### src/rtl/pattern_out_if.sv
// rtl/pattern_out_if.sv - din valid/ready handshake into the pattern playback engine
interface pattern_out_if;
  logic [15:0] din;
  logic        din_valid;
  logic        din_ready;

  modport master (output din, output din_valid, input din_ready);
  modport slave  (input din, input din_valid, output din_ready);
endinterface

### src/rtl/pattern_out.sv
// rtl/pattern_out.sv - FIFO-buffered 16-bit pattern playback, one word per divider period
module pattern_out #(
  parameter int DEPTH_LOG2 = 4
) (
  input  logic                core_clk,
  input  logic                core_rst,
  pattern_out_if.slave        din_if,
  input  logic                out_en_i,
  input  logic [23:0]         out_divider_i,
  input  logic [31:0]         out_length_i,
  input  logic [15:0]         idle_level_i,
  output logic [15:0]         pattern_data_o,
  output logic                pattern_strobe_o,
  output logic                busy_o,
  output logic                done_o,
  output logic                underrun_o
);

  localparam int DEPTH = 1 << DEPTH_LOG2;
  localparam logic [DEPTH_LOG2:0]   FULL_CNT = (DEPTH_LOG2+1)'(DEPTH);
  localparam logic [DEPTH_LOG2:0]   HALF_CNT = (DEPTH_LOG2+1)'(DEPTH / 2);
  localparam logic [DEPTH_LOG2:0]   CNT_ONE  = (DEPTH_LOG2+1)'(1);
  localparam logic [DEPTH_LOG2-1:0] PTR_ONE  = DEPTH_LOG2'(1);

  typedef enum logic [1:0] {IDLE, PRIME, RUN, DONE} state_t;

  state_t                state_q, state_d;
  logic                  out_en_1t_q;
  logic [15:0]           mem_q [DEPTH];
  logic [DEPTH_LOG2-1:0] wr_ptr_q, wr_ptr_d, rd_ptr_q, rd_ptr_d;
  logic [DEPTH_LOG2:0]   count_q, count_d;
  logic [31:0]           accepted_q, accepted_d, emitted_q, emitted_d;
  logic [23:0]           div_cnt_q, div_cnt_d;
  logic [15:0]           data_q, data_d;
  logic                  strobe_q, strobe_d;
  logic                  underrun_q, underrun_d;
  logic                  start, full, empty, len_limited, ready, push, pop, flush;

  assign start       = out_en_i & ~out_en_1t_q;
  assign full        = (count_q == FULL_CNT);
  assign empty       = (count_q == '0);
  assign len_limited = (out_length_i != 32'd0);
  // Ready depends only on registered state and static config, never on din_valid.
  assign ready       = (state_q != IDLE) & ~full & (~len_limited | (accepted_q < out_length_i));
  assign push        = din_if.din_valid & ready;
  assign flush       = (state_q == IDLE) | ~out_en_i;

  assign din_if.din_ready = ready;

  always_comb begin
    state_d    = state_q;
    accepted_d = accepted_q;
    emitted_d  = emitted_q;
    div_cnt_d  = div_cnt_q;
    data_d     = data_q;
    strobe_d   = 1'b0;
    underrun_d = underrun_q;
    pop        = 1'b0;
    if (push) begin
      accepted_d = accepted_q + 32'd1;
    end
    case (state_q)
      IDLE: begin
        data_d = idle_level_i;
        if (start) begin
          state_d    = PRIME;
          accepted_d = '0;
          emitted_d  = '0;
        end
      end
      PRIME: begin
        underrun_d = 1'b0;
        div_cnt_d  = '0;
        if ((count_q >= HALF_CNT) || (len_limited && (32'(count_q) >= out_length_i))) begin
          state_d = RUN;
        end
      end
      RUN: begin
        if (div_cnt_q != '0) begin
          div_cnt_d = div_cnt_q - 24'd1;
        end else if (len_limited && (emitted_q == out_length_i)) begin
          state_d = DONE;
        end else if (!empty) begin
          pop       = 1'b1;
          data_d    = mem_q[rd_ptr_q];
          strobe_d  = 1'b1;
          emitted_d = emitted_q + 32'd1;
          div_cnt_d = (out_divider_i == '0) ? '0 : out_divider_i - 24'd1;
        end else begin
          // Empty tick: div_cnt stays 0 so the next cycle retries.
          underrun_d = 1'b1;
        end
      end
      default: begin
      end
    endcase
    if (!out_en_i) begin
      state_d    = IDLE;
      pop        = 1'b0;
      strobe_d   = 1'b0;
      data_d     = idle_level_i;
      accepted_d = accepted_q;
      emitted_d  = emitted_q;
      underrun_d = underrun_q;
    end
  end

  always_comb begin
    wr_ptr_d = wr_ptr_q;
    rd_ptr_d = rd_ptr_q;
    count_d  = count_q;
    if (flush) begin
      wr_ptr_d = '0;
      rd_ptr_d = '0;
      count_d  = '0;
    end else begin
      if (push) wr_ptr_d = wr_ptr_q + PTR_ONE;
      if (pop)  rd_ptr_d = rd_ptr_q + PTR_ONE;
      case ({push, pop})
        2'b10:   count_d = count_q + CNT_ONE;
        2'b01:   count_d = count_q - CNT_ONE;
        default: count_d = count_q;
      endcase
    end
  end

  always_ff @(posedge core_clk) begin
    if (push) begin
      mem_q[wr_ptr_q] <= din_if.din;
    end
  end

  always_ff @(posedge core_clk or posedge core_rst) begin
    if (core_rst) begin
      state_q     <= IDLE;
      out_en_1t_q <= 1'b0;
      wr_ptr_q    <= '0;
      rd_ptr_q    <= '0;
      count_q     <= '0;
      accepted_q  <= '0;
      emitted_q   <= '0;
      div_cnt_q   <= '0;
      data_q      <= 16'h0000;
      strobe_q    <= 1'b0;
      underrun_q  <= 1'b0;
    end else begin
      state_q     <= state_d;
      out_en_1t_q <= out_en_i;
      wr_ptr_q    <= wr_ptr_d;
      rd_ptr_q    <= rd_ptr_d;
      count_q     <= count_d;
      accepted_q  <= accepted_d;
      emitted_q   <= emitted_d;
      div_cnt_q   <= div_cnt_d;
      data_q      <= data_d;
      strobe_q    <= strobe_d;
      underrun_q  <= underrun_d;
    end
  end

  assign pattern_data_o   = data_q;
  assign pattern_strobe_o = strobe_q;
  assign busy_o           = (state_q == PRIME) | (state_q == RUN);
  assign done_o           = (state_q == DONE);
  assign underrun_o       = underrun_q;

endmodule

### src/flat_wrapper.sv
// flat-port wrapper written by rule: the top's interface ports become plain ports
module pattern_out_flat 
#(
  parameter int DEPTH_LOG2 = 4
)
  (core_clk, core_rst, out_en_i, out_divider_i, out_length_i, idle_level_i, pattern_data_o, pattern_strobe_o, busy_o, done_o, underrun_o, din_if_din, din_if_din_valid, din_if_din_ready);
  pattern_out_if din_if_i ();
  input  logic core_clk;
  input  logic core_rst;
  input  logic out_en_i;
  input  logic [23:0] out_divider_i;
  input  logic [31:0] out_length_i;
  input  logic [15:0] idle_level_i;
  output logic [15:0] pattern_data_o;
  output logic pattern_strobe_o;
  output logic busy_o;
  output logic done_o;
  output logic underrun_o;
  input wire logic [$bits(din_if_i.din)-1:0] din_if_din;
  input wire logic [$bits(din_if_i.din_valid)-1:0] din_if_din_valid;
  output wire logic [$bits(din_if_i.din_ready)-1:0] din_if_din_ready;
  assign din_if_i.din = din_if_din;
  assign din_if_i.din_valid = din_if_din_valid;
  assign din_if_din_ready = din_if_i.din_ready;
  pattern_out #(.DEPTH_LOG2(DEPTH_LOG2)) u_core (.core_clk(core_clk), .core_rst(core_rst), .din_if(din_if_i), .out_en_i(out_en_i), .out_divider_i(out_divider_i), .out_length_i(out_length_i), .idle_level_i(idle_level_i), .pattern_data_o(pattern_data_o), .pattern_strobe_o(pattern_strobe_o), .busy_o(busy_o), .done_o(done_o), .underrun_o(underrun_o));
endmodule
### config.mk
export PLATFORM = sky130hd
export DESIGN_NAME = pattern_out_flat
export DESIGN_NICKNAME = d
export VERILOG_FILES = /design/src/rtl/pattern_out_if.sv /design/src/rtl/pattern_out.sv /design/src/flat_wrapper.sv
export SDC_FILE = /design/constraint.sdc
export NUM_CORES = 1
export LEC_CHECK = 0
export BUFFER_PORTS_ARGS = -buffer_cell sky130_fd_sc_hd__buf_2
export CAP_MARGIN = 30
export CELL_PAD_IN_SITES_DETAIL_PLACEMENT = 0
export CELL_PAD_IN_SITES_GLOBAL_PLACEMENT = 1
export CORE_ASPECT_RATIO = 0.6
export CORE_MARGIN = 2
export CORE_UTILIZATION = 50
export CTS_BUF_LIST = sky130_fd_sc_hd__clkbuf_4
export CTS_CLUSTER_SIZE = 16
export DETAILED_ROUTE_END_ITERATION = 10
export MAX_ROUTING_LAYER = met4
export PLACE_DENSITY_LB_ADDON = 0.1
export RECOVER_POWER = 100
export SYNTH_ARGS = -nofsm -noshare
export SYNTH_HDL_FRONTEND = slang
export SYNTH_SLANG_ARGS = --single-unit
### constraint.sdc
create_clock -name core_clk -period 9.1 [get_ports core_clk]
set_input_delay 2.275 -clock core_clk [delete_from_list [all_inputs] [get_ports core_clk]]
set_output_delay 2.275 -clock core_clk [all_outputs]
set_load 0.03 [all_outputs]
==> impl_metrics.yaml <==
timing:
  fin_skew_ns: 0.0527
  report.final.slew_viol_count: 239
  period_share_pct: 76.3
  worstMarginPinSlew_ns: 3.73
  slew_headroom_pct: -150
  fmax_mhz: 144
  fin_crit_ns: 6.94
  hold_slack_ns: 0.478
  hold_viol_final: 0
  finalSetupViolCount: 0
  rsz0062_at_grt: "no"
  tns_ns: 0
worst_setup_path:
  critPathTopFamily: "compound AO/OA/AOI/OAI gates"
  worstRegToRegCells: 10
  crit_slowest_cell: "a211oi_1"
  worst-path-buf-inv: 3
  r2r_start: "u_core.accepted_q[2]"
  critPathLaunch: "out_length_i[2]"
  worstPathRequired_ns: 6.83
  cp_cell_sequence: "clkbuf_1 -> inv_1 -> ha_1 -> a211oi_1 -> o21ai_0 -> a211oi_1 -> o2111ai_1 -> nand2_1 -> clkbuf_1"
  reg2reg_setup_slack_ns: 3.83
  worstPathMaxFanout: 8
  cp-start-kind: "primary input"
  slowest_delay_ns: 0.48
  rr_endpoint: "u_core.mem_q[9][11]"
  crit_type: "in -> out"
  cp.depth: 9
  crit_path_end: "din_if_din_ready"
  cp-end-kind: "primary output"
  worstPathArrival_ns: 4.66
pwr:
  cellLeakagePower_uw: 0.00771
  power.density_nw_per_um2: 240
  max-vdd-ir-drop_v: 0.000173
route:
  antenna_left: 0
  drt_wl_total_mm: 47.7
  first_pass_iters: 5
  drt-initial-drc-count: 1342
  wl_per_cell_um: 22.2
  drc: 0
  vias: 12800
  vias_per_cell: 5.97
die:
  ios: 113
  dieArea_um2: 38500
  core_area_um2: 36300
  rows: 54
  start_util_pct: 50.8
  die_height_um: 153
  die_width_um: 252
placed_design:
  dp_hpwl_mm: 31.2
  gp_congestion: 0.964
  io_buffers: 112
  placed_cell_area_um2: 19700
  dp.cells: 1979
clock_tree:
  cts_tree: "built"
  post_cts_resized: 0
  cts_setup_buffers: 0
  numCtsBuffers: 90
  clockBufferDepth: 3
  holdBufCountCts: 0
  cts_htree_levels: 3
  worstSkewPairLatency_ns: 0.78
  clkSinkCount: 378
  cts_root_buf: "clkbuf_4"
  clkSlewWorstSetupHoldPaths_ns: 0.07
yosys:
  synth.area.mux_share_pct: 11.4
  synth_edf_count: 256
  netlist_instances: 1418
  synth_xor_area_share_pct: 3.46
  synth-compound-area-share_pct: 8.11
  yosys_warnings: 0
  syn-num-nets: 1565
  ys_types: 86
  synth_area_um2: 18500
  synthArstFlopShare_pct: 32.3
  yosysSeqAreaShare_pct: 58.2
  synth-adder-area-share_pct: 3.77
  synth_ff_type: "edfxtp_1"
  synth_top_family_by_area: "simple AND/OR/NAND/NOR gates"
  yosys.area_share.simple_pct: 12.4
  syn_avg_cell_area_um2: 13.0
  ys_ff_latch: 378
layout:
  syn_to_final_growth_pct: 11.9
  nets: 1743
  drive_gt1_share_pct: 19.9
  final_cell_area_um2: 20700
  layout_common_cells: "edfxtp_1, clkbuf_4, nand2_1"
  fin_cells: 2147
  fill_cells: 3055
  final_common_cell: "edfxtp_1"
  final_util_pct: 56.9
run:
  drv_cap: 11
worst_hold_path:
  hold_path.class: "reg -> reg"
global_routing:
  grt_max_degree: 73
  antenna_found_initial: 3
  grtUsageTotal_pct: 26.5
  gr-total-overflow: 0
  grt_pass1_vias: 12700
  grt_pass1_wl_mm: 75.1
status:
  violations: "max-capacitance violations, max-slew violations"
  status: "finished, violations left"
layout make-up:
class | count | area (um^2) | share of cell area, %
Antenna cell | 3 | 7.51 | 0.0363
Clock buffer | 139 | 1040 | 5.05
Clock inverter | 25 | 183 | 0.884
Inverter | 66 | 249 | 1.20
Multi-Input combinational cell | 916 | 7180 | 34.7
Sequential cell | 378 | 10700 | 52.0
Tap cell | 476 | 596 | 2.88
Timing Repair Buffer | 144 | 664 | 3.21
sequential cells by signal, summed over array words and instances, names as in the netlist:
name / count
u_core.accepted_q: 32
u_core.count_q: 5
u_core.div_cnt_q: 24
u_core.emitted_q: 32
u_core.mem_q: 256
u_core.out_en_1t_q: 1
u_core.pattern_data_o: 16
u_core.pattern_strobe_o: 1
u_core.rd_ptr_q: 4
u_core.state_q: 2
u_core.underrun_o: 1
u_core.wr_ptr_q: 4
through the flow:
stage / total power (uW) / worst slack (ns)
2_1_floorplan: 3150 / 2.78
3_3_place_gp: 3530 / 2.36
3_5_place_dp: 3540 / 2.36
4_1_cts: 5040 / 2.35
5_1_grt: 5270 / 2.02
6_report: 4960 / 2.16
Yosys cell counts (5+ instances only):
library cell | instances | area, um^2
and4_1 | 8 | 70.1
or3_1 | 22 | 138
nand2_1 | 132 | 495
ha_1 | 54 | 676
o211ai_1 | 11 | 82.6
buf_1 | 7 | 26.3
a21oi_1 | 51 | 255
a211oi_1 | 12 | 90.1
inv_1 | 65 | 244
mux4_2 | 74 | 1670
o32ai_1 | 5 | 43.8
nand4_1 | 36 | 225
nand3_1 | 37 | 185
dfrtp_1 | 122 | 3050
a31oi_1 | 5 | 31.3
and2_1 | 6 | 37.5
o21ai_1 | 8 | 40.0
edfxtp_1 | 256 | 7690
xor2_1 | 20 | 175
clkbuf_1 | 42 | 158
mux2_2 | 6 | 67.6
and3_1 | 9 | 56.3
or4_1 | 17 | 128
a22o_1 | 6 | 52.6
o22ai_1 | 7 | 43.8
nand2b_1 | 15 | 93.8
nor2_1 | 75 | 282
nor3_1 | 35 | 175
mux2i_1 | 37 | 370
nor4_1 | 28 | 175
buf_2 | 5 | 25.0
xnor2_1 | 53 | 464
o21ai_0 | 72 | 360
worst min path at each step:
stage | startpoint | to | cells after the start
6_report | u_core.pattern_data_o[11] | u_core.pattern_data_o[11] | 2
5_1_grt | u_core.div_cnt_q[22] | u_core.div_cnt_q[22] | 1
4_1_cts | u_core.div_cnt_q[22] | u_core.div_cnt_q[22] | 1
3_5_place_dp | u_core.pattern_data_o[7] | u_core.pattern_data_o[7] | 2
3_3_place_gp | u_core.pattern_data_o[7] | u_core.pattern_data_o[7] | 2
2_1_floorplan | u_core.div_cnt_q[22] | u_core.div_cnt_q[22] | 1
where the power goes:
group	switching, uW	leakage (uW)	internal, uW
Combinational	1000	0.00302	452
Clock	694	0.000728	783
Sequential	80.0	0.00396	1950
per-layer routing:
metal | global-route usage (%) | up-vias | wire [um]
met5 | - | - | 0
met4 | 5.95 | 0 | 724
met3 | 6.05 | 63 | 3680
met2 | 35.4 | 471 | 19800
met1 | 40.9 | 6414 | 23600
li1 | - | 5864 | -
worst min-delay path, delay by kind of cell, from the launching register on:
kind	cells	cell delay, ns
AOI/OAI and AO/OA	1	0.06
DFF	1	0.34
and+or+nand+nor	1	0.04
kinds of logic (layout without fill, tap and decap cells):
family                   count (synthesis)  after routing
AND/OR/NAND/NOR                        445            445
flip-flops                             378            378
AO/OA/AOI/OAI                          226            226
buffers and inverters                  124            374
multiplexers                           117            117
XOR/XNOR                                73             73
adder cells (fa/ha/maj)                 55             55
other                                    0              3
No activity file was read; power rests on OpenSTA's default activity.
